==> config.mk <==
export PLATFORM = sky130hd
export DESIGN_NAME = fifo_uart_tx
export DESIGN_NICKNAME = d
export VERILOG_FILES = /design/src/rtl/fifo_uart_tx.sv
export SDC_FILE = /design/constraint.sdc
export NUM_CORES = 1
export LEC_CHECK = 0
export ABC_CLOCK_PERIOD_IN_PS = 5100
export BUFFER_PORTS_ARGS = -buffer_cell sky130_fd_sc_hd__buf_2
export CORE_MARGIN = 2
export CORE_UTILIZATION = 58
export DETAILED_ROUTE_END_ITERATION = 16
export PLACE_DENSITY = 0.81
export SLEW_MARGIN = 10
export SYNTH_ARGS = -nofsm -noshare
export SYNTH_HDL_FRONTEND = slang
export SYNTH_SLANG_ARGS = --single-unit
export TNS_END_PERCENT = 5
==> constraint.sdc <==
create_clock -name clock -period 5.1 [get_ports clock]
set_clock_uncertainty 0.1 [all_clocks]
set_input_delay 1.53 -clock clock [delete_from_list [all_inputs] [get_ports clock]]
set_output_delay 1.53 -clock clock [all_outputs]
set_load 0.02 [all_outputs]
==> src/rtl/fifo_uart_tx.sv <==
// FIFO-fed 8N1 UART transmitter: pops one byte per frame from the byte FIFO
// and shifts it out LSB first between a start bit and a stop bit.
module fifo_uart_tx #(
  parameter int ClocksPerBit = 16
) (
  input  logic       clock,
  input  logic       reset,
  input  logic [7:0] fByte,
  input  logic       fEmpty,
  output logic       fPop,
  input  logic       enable,
  output logic       tx,
  output logic       busy
);

  localparam int CountWidth = $clog2(ClocksPerBit);
  localparam logic [CountWidth-1:0] LastCount = CountWidth'(ClocksPerBit - 1);
  localparam logic [CountWidth-1:0] CountOne  = CountWidth'(1);

  typedef enum logic [2:0] {
    IDLE,
    FETCH,
    START,
    DATA,
    STOP
  } stateType;

  stateType              stateReg, stateNext;
  logic [CountWidth-1:0] countReg, countNext;
  logic [2:0]            indexReg, indexNext;
  logic [7:0]            shiftReg, shiftNext;
  logic                  popNext;
  logic                  txNext;
  logic                  busyNext;

  always_ff @(posedge clock or negedge reset) begin
    if (!reset) begin
      stateReg <= IDLE;
      countReg <= '0;
      indexReg <= '0;
      shiftReg <= '0;
      fPop     <= 1'b0;
      tx       <= 1'b1;
      busy     <= 1'b0;
    end else begin
      stateReg <= stateNext;
      countReg <= countNext;
      indexReg <= indexNext;
      shiftReg <= shiftNext;
      fPop     <= popNext;
      tx       <= txNext;
      busy     <= busyNext;
    end
  end

  always_comb begin
    stateNext = stateReg;
    countNext = countReg;
    indexNext = indexReg;
    shiftNext = shiftReg;

    case (stateReg)
      IDLE: begin
        countNext = '0;
        indexNext = '0;
        if (enable && !fEmpty) begin
          stateNext = FETCH;
        end
      end

      FETCH: begin
        countNext = '0;
        stateNext = START;
      end

      START: begin
        // The pop strobe is a flop, so the FIFO answers it one cycle later:
        // the byte is on fByte during the first start-bit cycle.
        if (countReg == '0) begin
          shiftNext = fByte;
        end
        if (countReg == LastCount) begin
          countNext = '0;
          indexNext = '0;
          stateNext = DATA;
        end else begin
          countNext = countReg + CountOne;
        end
      end

      DATA: begin
        if (countReg == LastCount) begin
          countNext = '0;
          shiftNext = {1'b0, shiftReg[7:1]};
          if (indexReg == 3'd7) begin
            stateNext = STOP;
          end else begin
            indexNext = indexReg + 3'd1;
          end
        end else begin
          countNext = countReg + CountOne;
        end
      end

      STOP: begin
        if (countReg == LastCount) begin
          countNext = '0;
          stateNext = IDLE;
        end else begin
          countNext = countReg + CountOne;
        end
      end

      default: begin
        stateNext = IDLE;
        countNext = '0;
        indexNext = '0;
      end
    endcase

    // Outputs are registered from the next state so they line up with it.
    popNext  = (stateReg == IDLE) && (stateNext == FETCH);
    busyNext = (stateNext != IDLE);
    txNext   = 1'b1;
    if (stateNext == START) begin
      txNext = 1'b0;
    end else if (stateNext == DATA) begin
      txNext = shiftNext[0];
    end
  end

endmodule
==> impl_metrics.toml <==
[timing]
grt_setup_unrepaired = "false"
tightest_slew_ns = 0.498
slew_viol_final = 0
setup_viol_count_final = 0
fin_crit_sh_pct = 51.3
tns_ns = 0
whs_ns = 0.390
slew_headroom_pct = 66.3
hold_violations = 0
fmax_mhz = 382
fin_crit_ns = 2.62

[layout]
layout-drive-gt1-share_pct = 26.4
fin_nets = 123
n_antenna_cell = 0
syn_to_final_growth_pct = 9.10

[global_route]
antenna_found_initial = 0
grt_use_total_pct = 19.6
grt_pass1_vias = 621
grt_max_degree = 22
grt_first_pass_wirelength_um = 2800
grt-ovfl-total = 0

[drt]
via_count = 700
wirelength_um = 1660
wl_per_cell_um = 13.5
drt_iter0_drc = 14
drc = 0
antenna_left = 0
dr.pass1.iters = 4
vias_per_cell = 5.69

[logic_synthesis]
yosys.area_share.simple_pct = 20.1
netlist_area_um2 = 1000
syn_inst = 91
async_reset_ff_share_pct = 100
synthXorXnorAreaFrac_pct = 1.75
avgSynthCellArea_um2 = 11.0
ys_ff_latch = 21
yosysTopAreaCell = "dfrtp_1"
synth_fa_ha_area_share_pct = 4.99
ys_warn_count = 0
synthFlopType = "dfrtp_1"
synth_compound_area_share_pct = 12.8
synth.top_cells.by_count = "dfrtp_1 (20), nand2_1 (13), a22oi_1 (6)"
synth_edf_count = 0
ys_top_cells_by_area = "dfrtp_1 (50%), ha_1 (5.0%), nand2_1 (4.9%), a22oi_1 (4.5%), mux2_2 (3.4%)"
yosysTopAreaCellShare_pct = 49.9
syn-num-nets = 107
synth_cell_types = 33
post-synth-top-count-cell = "dfrtp_1"
ys_seq_area_share_pct = 52.5
synth_top_family_by_area = "simple AND/OR/NAND/NOR gates"
muxShareOfSynthArea_pct = 3.37

[power_and_ir_drop]
report.power.total_mw = 0.518
comb_power_share_pct = 31.5
p_sw_mw = 0.174
cellPowerDensity_nw_per_um2 = 473
power_frac_seq_pct = 53.3
power_leakage_nw = 0.553
swShare_pct = 33.7
ir_drop_v = 0.000279
clock_power_share_pct = 15.2
internal_power_mw = 0.343

[clocking]
hold_buffers = 0
clkTransAtPathRegs_ns = 0.11
cts_setup_buffers = 0
root_buffer = "clkbuf_4"
clkLatencyLatePin_ns = 0.31
cts_buffers = 3
ctsResizeCount = 0
clockBufferDepth = 2
htreeDepth = 1
clock-sinks = 21
tritoncts = "built"

[floorplan]
std_cell_rows = 15
core-area_um2 = 1670
die_x_um = 45.6
dieHeight_um = 45.6
die-area_um2 = 2080
initial_core_util_pct = 60.1
io_pins = 15

[setup_path]
critPathBufInv = 1
end_kind = "output pin"
critPathMaxFanout = 1
path_delay_family = "flip-flops"
r2r-start = "countReg[0]"
regToRegSetupSlack_ns = 3.27
slowest_delay_ns = 0.53
crit_type = "reg -> out"
critPathSlowestCell = "dfstp_2"
setup.worst_path.start_class = "flop"
r2r_end = "tx"
path_cells = "buf_2"
r2r_cells = 6
cp.arrival_ns = 0.99
worstPathRequired_ns = 3.47
crit_start = "tx"

[worst_hold_path]
hold_path_class = "reg -> reg"
worstHoldEndpoint = "shiftReg[3]"
min_from = "shiftReg[3]"
hold_path_depth = 2

[placed_design]
dp_hpwl_um = 1250
port_buffers = 14
gp_congestion = 0.802

[job]
drv_cap = 0

[outcome]
run_status = "complete, no violations"
routing by layer:
metal,GRT usage (%),wire (um)
met2,29.3,790
met4,12.4,46
met5,0,0
met1,26.2,773
met3,3.57,46
how the worst max path moves through the flow:
stage / slack (ns) / end / cells past startpoint
2_1_floorplan: 2.68 / busy / 4
3_3_place_gp: 2.57 / busy / 5
3_5_place_dp: 2.52 / busy / 5
4_1_cts: 2.46 / tx / 1
5_1_grt: 2.46 / tx / 1
6_report: 2.48 / tx / 1
power groups by stage:
stage	sequential, mW	combinational (mW)	clock, mW
final	0.276	0.163	0.0785
after floorplan	0.271	0.133	0
after global routing	0.285	0.190	0.0867
after detailed placement	0.278	0.167	0
after CTS	0.275	0.167	0.0831
after global placement	0.273	0.156	0
metrics by stage:
stage	cells	setup slack, ns	instance area (um^2)	utilization, %
floorplan	91	2.68	1000	-
CTS	123	2.46	1090	65.5
global placement	119	2.57	1070	64.0
detailed placement	119	2.52	1070	64.0
global route	123	2.46	1090	65.5
finish	123	2.48	1090	65.5
kinds of logic (layout without fill, tap and decap cells):
logic type	count (synthesis)	after routing
buffers and inverters	8	23
XOR/XNOR	2	2
flip-flops	21	21
multiplexers	3	3
AND/OR/NAND/NOR	37	37
AO/OA/AOI/OAI	16	16
adder cells (fa/ha/maj)	4	4
tightest hold or removal path: stages, from the launching register on:
cell and delay (ns):
dfrtp_1 0.36, nand2_1 0.05, nand2_1 0.06
final cells by class:
class | instances | area, um^2
Sequential cell | 21 | 527
Fill cell | 133 | 576
Tap cell | 17 | 21.3
Timing Repair Buffer | 14 | 70.1
Multi-Input combinational cell | 62 | 432
Clock buffer | 4 | 26.3
Inverter | 5 | 18.8
state kept, by name, indices dropped and copies added (netlist names):
| name | cells |
|---|---|
| stateReg | 3 |
| shiftReg | 8 |
| indexReg | 3 |
| tx | 1 |
| busy | 1 |
| countReg | 4 |
| fPop | 1 |
layout by cell type (no fill, tap or decap), types with 2 or more instances in the layout:
master / netlist / final
and2_1: 2 / 2
nand3_1: 3 / 3
a22oi_1: 6 / 6
inv_1: 5 / 5
dfrtp_1: 20 / 20
and3_1: 2 / 2
nor3_1: 3 / 3
mux2_2: 3 / 3
nor2_1: 3 / 3
nor2b_1: 3 / 3
clkbuf_4: 0 / 3
buf_2: 0 / 14
o21ai_0: 3 / 3
ha_1: 4 / 4
nand2_1: 13 / 13
Power figures use the tool's default switching activity.
